[config.mk]
export PLATFORM = sky130hd
export DESIGN_NAME = uart_frame_tx
export DESIGN_NICKNAME = d
export VERILOG_FILES = /design/src/rtl/uart_frame_pkg.sv /design/src/rtl/uart_frame_chk.sv /design/src/rtl/uart_frame_tx.sv
export SDC_FILE = /design/constraint.sdc
export NUM_CORES = 1
export LEC_CHECK = 0
export BUFFER_PORTS_ARGS = -buffer_cell sky130_fd_sc_hd__buf_2
export CORE_MARGIN = 5
export CORE_UTILIZATION = 59
export CTS_BUF_LIST = sky130_fd_sc_hd__clkbuf_8
export CTS_CLUSTER_SIZE = 24
export DETAILED_ROUTE_END_ITERATION = 10
export PLACE_DENSITY_LB_ADDON = 0.15
export RECOVER_POWER = 50
export SYNTH_ARGS = -nofsm -noshare
export SYNTH_HDL_FRONTEND = slang
export SYNTH_HIERARCHICAL = 1
export SYNTH_SLANG_ARGS = --single-unit
[constraint.sdc]
create_clock -name clk -period 4.6 [get_ports clk]
set_input_delay 0.46 -clock clk [delete_from_list [all_inputs] [get_ports clk]]
set_output_delay 0.46 -clock clk [all_outputs]
set_load 0.01 [all_outputs]
[src/rtl/uart_frame_pkg.sv]
// Shared types and helpers for the UART telemetry framer.
// Holds the FSM state enum, the default SYNC byte, frame sizing and the CRC-8 step.
package uart_frame_pkg;

  typedef enum logic [1:0] {IDLE, SEND, GAP, WAIT} state_e;

  localparam logic [7:0] SYNC_DEFAULT = 8'hA5;

  function automatic int frame_len_bytes(input int n_words, input int word_w);
    return 3 + n_words * word_w / 8;
  endfunction

  // CRC-8, poly 0x07, MSB first, one byte per call.
  function automatic logic [7:0] crc8_upd(input logic [7:0] crc, input logic [7:0] b);
    logic [7:0] c;
    c = crc ^ b;
    for (int i = 0; i < 8; i++) c = c[7] ? ((c << 1) ^ 8'h07) : (c << 1);
    return c;
  endfunction

endpackage

[src/rtl/uart_frame_chk.sv]
// Frame checksum accumulator: additive mod-256 by default, CRC-8/0x07 when
// UART_FRAME_CRC8_EN is defined.
module uart_frame_chk
  import uart_frame_pkg::*;
(
  input  logic       clk,
  input  logic       rst,
  input  logic       clr,
  input  logic       en,
  input  logic [7:0] byte_i,
  output logic [7:0] chk_o
);

  logic [7:0] chk_q, chk_d;

  always_comb begin
    chk_d = chk_q;
    if (clr) chk_d = 8'h00;
    else if (en) begin
`ifdef UART_FRAME_CRC8_EN
      chk_d = crc8_upd(chk_q, byte_i);
`else
      chk_d = chk_q + byte_i;
`endif
    end
  end

  always_ff @(posedge clk or posedge rst) begin
    if (rst) chk_q <= 8'h00;
    else     chk_q <= chk_d;
  end

  assign chk_o = chk_q;

endmodule

[src/rtl/uart_frame_tx.sv]
// Telemetry packetiser: snapshots N_WORDS words and streams SYNC, LEN, payload, CHK
// to a byte UART, one tx_en strobe per byte. CHK type selected by UART_FRAME_CRC8_EN.
module uart_frame_tx
  import uart_frame_pkg::*;
#(
  parameter int          N_WORDS   = 4,
  parameter int          WORD_W    = 16,
  parameter logic [7:0]  SYNC_BYTE = SYNC_DEFAULT
) (
  input  logic                      clk,
  input  logic                      rst,
  input  logic                      start,
  input  logic [N_WORDS*WORD_W-1:0] words_in,
  input  logic                      tx_ready,
  output logic [7:0]                tx_data,
  output logic                      tx_en,
  output logic                      busy,
  output logic                      done,
  output logic                      overrun
);

  localparam int              NPAY  = N_WORDS * WORD_W / 8;
  localparam int              BPW   = WORD_W / 8;
  localparam int              NB    = frame_len_bytes(N_WORDS, WORD_W);
  localparam int              IDXW  = $clog2(NB);
  localparam logic [IDXW-1:0] LAST  = IDXW'(NB - 1);
  localparam logic [7:0]      LEN_B = 8'(NPAY);

  state_e                    state_q;
  logic [IDXW-1:0]           idx_q;
  logic [N_WORDS*WORD_W-1:0] shadow_q;
  logic [7:0]                tx_data_q;
  logic                      tx_en_q, busy_q, done_q, overrun_q;

  logic [NPAY-1:0][7:0] pay;
  logic [7:0]           byte_sel, chk;
  logic                 strobe, chk_en, chk_clr;

  // Payload byte g: word g/BPW, most significant byte of each word first.
  for (genvar g = 0; g < NPAY; g++) begin : g_pay
    assign pay[g] = shadow_q[(g / BPW) * WORD_W + (BPW - 1 - g % BPW) * 8 +: 8];
  end

  always_comb begin
    byte_sel = chk;
    if (idx_q == '0)               byte_sel = SYNC_BYTE;
    else if (idx_q == IDXW'(1))    byte_sel = LEN_B;
    for (int i = 0; i < NPAY; i++)
      if (idx_q == IDXW'(i + 2))   byte_sel = pay[i];
  end

  // SYNC and the CHK byte itself are kept out of the accumulation.
  assign strobe  = (state_q == SEND) && tx_ready;
  assign chk_en  = strobe && (idx_q != '0) && (idx_q != LAST);
  assign chk_clr = (state_q == IDLE) && start;

  uart_frame_chk u_chk (
    .clk    (clk),
    .rst    (rst),
    .clr    (chk_clr),
    .en     (chk_en),
    .byte_i (byte_sel),
    .chk_o  (chk)
  );

  always_ff @(posedge clk or posedge rst) begin
    if (rst) begin
      state_q   <= IDLE;
      idx_q     <= '0;
      shadow_q  <= '0;
      tx_data_q <= 8'h00;
      tx_en_q   <= 1'b0;
      busy_q    <= 1'b0;
      done_q    <= 1'b0;
      overrun_q <= 1'b0;
    end else begin
      tx_en_q   <= 1'b0;
      done_q    <= 1'b0;
      overrun_q <= start && (state_q != IDLE);
      case (state_q)
        IDLE: if (start) begin
          shadow_q <= words_in;
          idx_q    <= '0;
          busy_q   <= 1'b1;
          state_q  <= SEND;
        end
        SEND: if (tx_ready) begin
          tx_data_q <= byte_sel;
          tx_en_q   <= 1'b1;
          state_q   <= GAP;
        end
        // Transmitter ready drops during the strobe; skip one cycle before re-sampling it.
        GAP: state_q <= WAIT;
        WAIT: if (tx_ready) begin
          if (idx_q == LAST) begin
            done_q  <= 1'b1;
            busy_q  <= 1'b0;
            state_q <= IDLE;
          end else begin
            idx_q   <= idx_q + IDXW'(1);
            state_q <= SEND;
          end
        end
        default: state_q <= IDLE;
      endcase
    end
  end

  assign tx_data = tx_data_q;
  assign tx_en   = tx_en_q;
  assign busy    = busy_q;
  assign done    = done_q;
  assign overrun = overrun_q;

endmodule
==> impl_results.md, run 1 <==
* TritonCTS Buffers at 9
* Hold-fix buffer count after cts at 0
* Multi-input logic area at 0.002515 mm^2
* Area Overhead vs Synth at 12.58%
* Post-synth ARST share at 1.000
* Gr ovfl total at 0
* DIE HEIGHT at 101.8 um
* CP max FO at 27
* Drt wl/cell at 18.72 um
* Final setup fails at 0
* Seq/Total Area, Yosys at 0.4529
* Drt drc at 0
* Kind of end point of the critical path: flop
* Largest net degree at the start of global routing at 49
* Routed wire length at 11.83 mm
* H-tree Lvls at 3
* Lkg Pwr at 2.453 nW
* Main synth FF type: dfrtp_1
* Tcrit/Tclk final at 0.8122
* Total GRT Usage at 0.2406
* CP delay by family, top: adder cells
* TritonCTS clock tree: built
* Port buffer count at 79
* Max Clock Freq at 267.7 MHz
* WP data arrival at 3970 ps
* Pins Over Slew Limit at 85
* Reg2reg path depth at 13
* Dpl cells at 616
* Share of cells above drive strength 1 at 0.3302
* CTS resizes at 0
* First-pass iteration count of the detailed router at 6
* Final ANT Viol Nets at 0
* Vias in the first global route at 3828
* Mapped Cells at 455
* Slowest cell on the critical path: ha_1
* First-pass GRT wire length at 19.25 mm
* CP max stage delay at 780 ps
* Core area at 0.008217 mm^2
* Row cnt at 33
* Pwr/cell area at 724.5 mW/mm^2
* Worst EP required at 4840 ps
* Final Wtd Congestion at 0.8997
* CTS root buffer: clkbuf_8
* Peak VDD IR at 0.3459 mV
* RSZ-0062 raised after global routing: false
* Initial antenna violation count at 0
* Initial Util at 0.6051
* Clock Path Buffers at 2
* Setup TNS at 0 ps
* Clock sinks at 90
* Seq cells post-synth at 90
* Post-synth EDFFs at 0
* Crit path buf inv count at 0
* Post-Syn Area per Cell at 10.93 um^2
* WP depth at 13
* Max cap viols at 2
* Number of DRC markers in iteration 0 at 324
* Post-synthesis cell area at 0.004972 mm^2
* Layout Cells excl Fill at 632
* Post-DP HPWL at 8.891 mm
* I/O pin count at 80
* Hold violation count in the final report at 0
* Layout fillers at 658
* Clock transition at path regs at 90 ps
* Via count at 3899
* Diode count at 0
* CP Launch Type: flop
* Nets at 606
* Die X at 101.8 um
* Failing checks: capacitance limit, slew limit
* Yosys Warn Count at 6
* Post-synth cell types at 65
* Setup CP Type: reg2reg
* Die ar. at 0.01036 mm^2
* Worst Skew at 10.57 ps
* Worst-Margin Slew at 2242 ps
* Status: complete, but fails checks
* Clock Latency Late Sink at 360 ps
* Setup bufs post-CTS at 0
* DP Area at 0.005385 mm^2
* Slew margin rel. at -0.4946
* Syn Nets at 539
* Minimum clock period at 3736 ps
* FF+latch area at 0.002252 mm^2
* Crit-path cells: ha_1 -> nor2_1 -> a211oi_1 -> o22ai_1 -> a221oi_2 -> nor2_1 -> ha_1 -> fa_1 -> a21o_1 -> a21oi_1 -> o21ai_1 -> nand3_1 -> o211ai_1
* Drt via density at 6.169
* Hold Crit Class: in2async
* Post-route cell area at 0.005598 mm^2
metal layers:
metal  track usage  vias to the layer above  routed length [um]  part of all wire
li1              -                     1802                   -                 -
met1        0.3335                     1903                5072              0.43
met2        0.3878                      158                5687              0.48
met3       0.05372                       36                 815             0.069
met4       0.05726                        0                 259             0.022
met5             0                        -                   0                 0
final timing paths:
check / startpoint / end / slack [ps]
max: idx_q[0]$_DFFE_PP0P_ / u_chk/chk_o[6]$_DFFE_PP0P_ / 860
min: rst / u_chk/chk_o[6]$_DFFE_PP0P_ / 40
max reg2reg: idx_q[0]$_DFFE_PP0P_ / u_chk/chk_o[6]$_DFFE_PP0P_ / 860
min reg2reg: busy$_DFFE_PP0P_ / busy$_DFFE_PP0P_ / 490
max in group asynchronous: rst / shadow_q[61]$_DFFE_PP0P_ / 1380
min in group clk: words_in[27] / shadow_q[27]$_DFFE_PP0P_ / 320
Yosys cell counts, drive strengths merged (2+ instances only):
master	number	area, um^2
o31ai	7	52.55
buf	20	126.4
nand4bb	2	22.52
inv	12	45.04
a221oi	8	113.9
nor3	2	10.01
mux2	66	750.7
a22oi	6	45.04
xor2	2	17.52
nor2b	12	75.07
o32ai	2	17.52
dfrtp	90	2252
nand2b	4	25.02
and3	3	18.77
a2bb2oi	6	52.55
xnor2	3	26.28
o211ai	3	22.52
and2	4	25.03
a211oi	11	87.58
o22a	2	17.52
or2	5	33.79
o21bai	3	22.52
nor2	32	120.1
nand3	7	35.03
a21oi	25	128.9
o2bb2ai	2	17.52
a21o	8	60.06
mux2i	5	50.05
nand2	26	97.59
ha	15	187.7
clkbuf	9	35.03
nor3b	5	37.54
o21ai	21	108.9
o22ai	8	50.05
o221ai	2	17.52
report_power, final:
group          total (W)  leakage [nW]  internal [W]  switching, W
Sequential       0.00148          1.10       0.00117      0.000312
Combinational    0.00197          1.24      0.000951       0.00102
Clock           0.000604         0.118      0.000323      0.000281
Total            0.00406          2.45       0.00245       0.00161
final cells by class:
class                           instances  area share
Multi-Input combinational cell        324      0.4493
Sequential cell                        90      0.4023
Timing Repair Buffer                   85     0.07599
Clock buffer                           10     0.02459
Tap cell                              105     0.02347
Clock inverter                          6     0.01609
Inverter                               12    0.008270
placed cells by master (no fill, tap or decap), types with 3 or more instances in the layout:
master / count
o21ai_1: 5
dfrtp_1: 90
a21o_1: 8
clkbuf_8: 10
o31ai_1: 7
a21oi_1: 24
o21ai_0: 15
nand2_1: 26
buf_2: 70
and3_1: 3
o21bai_1: 3
o22ai_1: 8
xnor2_1: 3
a22oi_1: 6
nor2_1: 32
a221oi_2: 7
nor3b_1: 5
buf_4: 5
a211oi_1: 10
a2bb2oi_1: 6
inv_1: 12
mux2_2: 64
clkbuf_1: 10
ha_1: 15
nor2b_1: 12
mux2i_1: 5
nand3_1: 7
nand2b_1: 4
o211ai_1: 3
flip-flops by register name, summed over array words and instances (netlist names):
name / flops
busy: 1
u_chk/chk_o: 8
idx_q: 4
tx_data: 8
shadow_q: 64
state_q: 2
overrun: 1
done: 1
tx_en: 1
per-stage QoR:
stage / setup slack, ps / utilization / hold slack, ps / power (W)
floorplan: 1379 / - / 275.7 / 0.002955
global placement: 989.9 / 0.6554 / 448.0 / 0.003378
detailed placement: 926.7 / 0.6554 / 448.9 / 0.003447
CTS: 909.5 / 0.6831 / 51.77 / 0.004060
global route: 482.6 / 0.6813 / 61.33 / 0.004338
finish: 863.8 / 0.6813 / 38.63 / 0.004056
kinds of logic (layout without fill, tap and decap cells):
kind of cell	count (synthesis)	count (layout)	synth area share
XOR/XNOR	5	5	0.008809
flip-flops	90	90	0.4529
AO/OA/AOI/OAI	123	123	0.1797
AND/OR/NAND/NOR	109	109	0.1142
multiplexers	71	71	0.1610
adder cells (fa/ha/maj)	16	16	0.04177
buffers and inverters	41	113	0.04152
No activity file was read; power rests on OpenSTA's default activity.
==> run 2: changes to the inputs <==
Settings changed: ABC_AREA set to 1, CORE_UTILIZATION 59 to 53.
Clock period 4.6 ns to 3.05 ns, I/O delays scaled along.
==> run 2 against run 1 <==
Compared with the run above: the run still ends with capacitance limit, slew limit left; worst hold slack gained 84 ps; setup slack lost 740 ps; total power increased by 20%; clock power is 30% higher.
==> impl_results.md, run 2 <==
* Status: complete, but fails checks
* Failing checks: capacitance limit, slew limit
* Worst-Margin Slew at 1607 ps
* Most common cell after layout, fill and taps aside: nand2_1
* Crit-path cells: ha_1 -> inv_1 -> nor2_4 -> inv_2 -> or2_2 -> nand2_1 -> nand2_1 -> nand2_1 -> nand2_2 -> fa_1 -> nand2_1 -> nand2_1 -> nand3b_1 -> nand3b_1 -> nand3_2 -> nand2_1
* Post-synth EDFFs at 0
* DIE HEIGHT at 105.5 um
* Mapped Cells at 657
* Clock transition at path regs at 90 ps
* Crit path launch: idx_q[0]$_DFFE_PP0P_
* Clock Latency Late Sink at 370 ps
* Via count at 4332
* WP data arrival at 3190 ps
* Max Clock Freq at 342.1 MHz
* Reg-to-reg slack, setup at 130 ps
* Post-synth ARST share at 1.000
* Reg2reg path depth at 16
* Seq/Total Area, Yosys at 0.4656
* Area Overhead vs Synth at 18.26%
* H-tree Lvls at 3
* Initial antenna violation count at 0
* Initial Util at 0.5493
* Minimum clock period at 2923 ps
* Lkg Pwr at 3.120 nW
* Crit path buf inv count at 2
* Total GRT Usage at 0.2120
* Final setup fails at 0
* Kind of end point of the critical path: flop
* CP delay by family, top: simple AND/OR/NAND/NOR gates
* First-pass GRT wire length at 19.28 mm
* Final Wtd Congestion at 0.8992
* Number of DRC markers in iteration 0 at 201
* Vias in the first global route at 4132
* Routed wire length at 12.05 mm
* Row cnt at 34
* Setup TNS at 0 ps
* CP max stage delay at 450 ps
* CP Launch Type: flop
* Max reg flops at 64
* Diode count at 0
* Core Util, Final at 0.6496
* Clock sinks at 90
* WP depth at 16
* Final ANT Viol Nets at 0
* Top-count cell post-synth: nand2_1
* TritonCTS Buffers at 9
* Internal Dissipation at 0.002807 W
* Max cap viols at 1
* CTS root buffer: clkbuf_8
* Clock power share at 0.162
* Reg2reg end: u_chk/chk_o[6]$_DFFE_PP0P_
* Core area at 0.008806 mm^2
* Switching part of the total at 0.4218
* Tcrit/Tclk final at 0.9585
* Synth area leader: dfrtp_1
* Worst Skew at 10.80 ps
* First-pass iteration count of the detailed router at 5
* Sequential cell fraction of total power at 0.416
* Worst Setup EP: u_chk/chk_o[6]$_DFFE_PP0P_
* Top cells by area, synth: dfrtp_1 (47%), nand2_1 (25%), inv_1 (4.5%), ha_1 (3.9%), nand3_1 (3.8%)
* Port buffer count at 79
* Worst EP required at 3310 ps
* Drt wl/cell at 13.92 um
* Syn Nets at 741
* Drt drc at 0
* Most frequent cells in the layout: nand2_1 (317), dfrtp_1 (87), buf_2 (66)
* Main synth FF type: dfrtp_1
* Post-Syn Area per Cell at 7.362 um^2
* CP max FO at 9
* I/O pin count at 80
* Largest net degree at the start of global routing at 53
* Peak VDD IR at 0.4159 mV
* Pins Over Slew Limit at 38
* Logic pwr share at 0.422
* Post-synthesis cell area at 0.004837 mm^2
* Largest Register: shadow_q
* FF-to-FF Start: idx_q[0]$_DFFE_PP0P_
* Total power at 0.004855 W
* TritonCTS clock tree: built
* Die X at 105.5 um
* Pwr/cell area at 848.7 mW/mm^2
* Most frequent CP cell: nand2_1
* Die ar. at 0.01114 mm^2
* Yosys Warn Count at 6
* Hold violation count in the final report at 0
* Drt via density at 5.008
* Nets at 836
* Post-DP HPWL at 8.609 mm
* Share of cells above drive strength 1 at 0.2021
* Commonest cells in the netlist: nand2_1 (319), dfrtp_1 (90), inv_1 (58)
* Slowest cell on the critical path: dfrtp_2
* Clock Path Buffers at 2
* Seq cells post-synth at 90
* Hold Crit Class: in2reg
* Share of the synthesized area in the top cell type at 0.4656
* Setup CP Type: reg2reg
* Post-synth cell types at 34
* Switching pwr at 0.002048 W
* Slew margin rel. at -0.07754
* Gr ovfl total at 0
[run 2: routing by layer]
layer	vias to the layer above	track usage	share of wire
li1	2212	-	-
met1	1979	0.3021	0.47
met2	124	0.3365	0.47
met3	17	0.02995	0.043
met4	0	0.06753	0.018
met5	-	0	0
[run 2: worst min-delay path, cell delays in order]
cell and delay, ps:
buf_2 70, nand2_1 40, nand2_1 40
[run 2: logic make-up (layout without fill, tap and decap cells)]
| kind of cell | count (synthesis) | after routing | share of synthesized area |
|---|---|---|---|
| and+or+nand+nor | 421 | 421 | 0.3678 |
| xor gates and xnor gates | 1 | 1 | 0.001811 |
| buffers and inverters | 79 | 179 | 0.06622 |
| adders and majority gates | 16 | 16 | 0.04294 |
| DFF | 90 | 90 | 0.4656 |
| AOI/OAI and AO/OA | 50 | 50 | 0.05562 |
[run 2: final cells by class]
class,count,area (um^2)
clock inverter,5,37.54
sequential,90,2256
clock buffer,11,151.4
timing repair buffer,102,563.0
tap,108,135.1
fill,788,3085
inverter,61,236.5
multi-input combinational,488,2341
[run 2: power by group through the flow]
stage / Clock (W) / Sequential, W / Combinational [W]
after floorplan: 0 / 0.00195 / 0.00143
after global placement: 0 / 0.00201 / 0.00188
after detailed placement: 0 / 0.00202 / 0.00195
after CTS: 0.000794 / 0.00200 / 0.00197
after global routing: 0.000853 / 0.00207 / 0.00234
final: 0.000787 / 0.00202 / 0.00205
[run 2: timing repair]
item,4_1_cts,5_1_grt
endpoints found under the setup margin,0,5
gates resized for setup,0,25
endpoints found under the hold margin,8,0
buffers inserted,0,14
hold buffers,1,0
[run 2: metrics by stage]
step | instances | area, um^2 | hold slack [ps] | worst slack (ps)
2_1_floorplan | 657 | 4837 | 120.7 | 265.4
3_3_place_gp | 834 | 5350 | 291.8 | 209.2
3_5_place_dp | 834 | 5350 | 301.0 | 95.34
4_1_cts | 851 | 5549 | 117.9 | 64.38
5_1_grt | 865 | 5720 | 126.4 | -75.36
6_report | 865 | 5720 | 122.2 | 126.6
[run 2: worst min path at each step]
| stage | to | cells after the start | startpoint |
|---|---|---|---|
| 2_1_floorplan | u_chk/chk_o[0]$_DFFE_PP0P_ | 1 | rst |
| 3_3_place_gp | u_chk/chk_o[7]$_DFFE_PP0P_ | 2 | rst |
| 3_5_place_dp | u_chk/chk_o[7]$_DFFE_PP0P_ | 2 | rst |
| 4_1_cts | shadow_q[52]$_DFFE_PP0P_ | 3 | words_in[52] |
| 5_1_grt | shadow_q[37]$_DFFE_PP0P_ | 3 | words_in[37] |
| 6_report | shadow_q[14]$_DFFE_PP0P_ | 3 | words_in[14] |
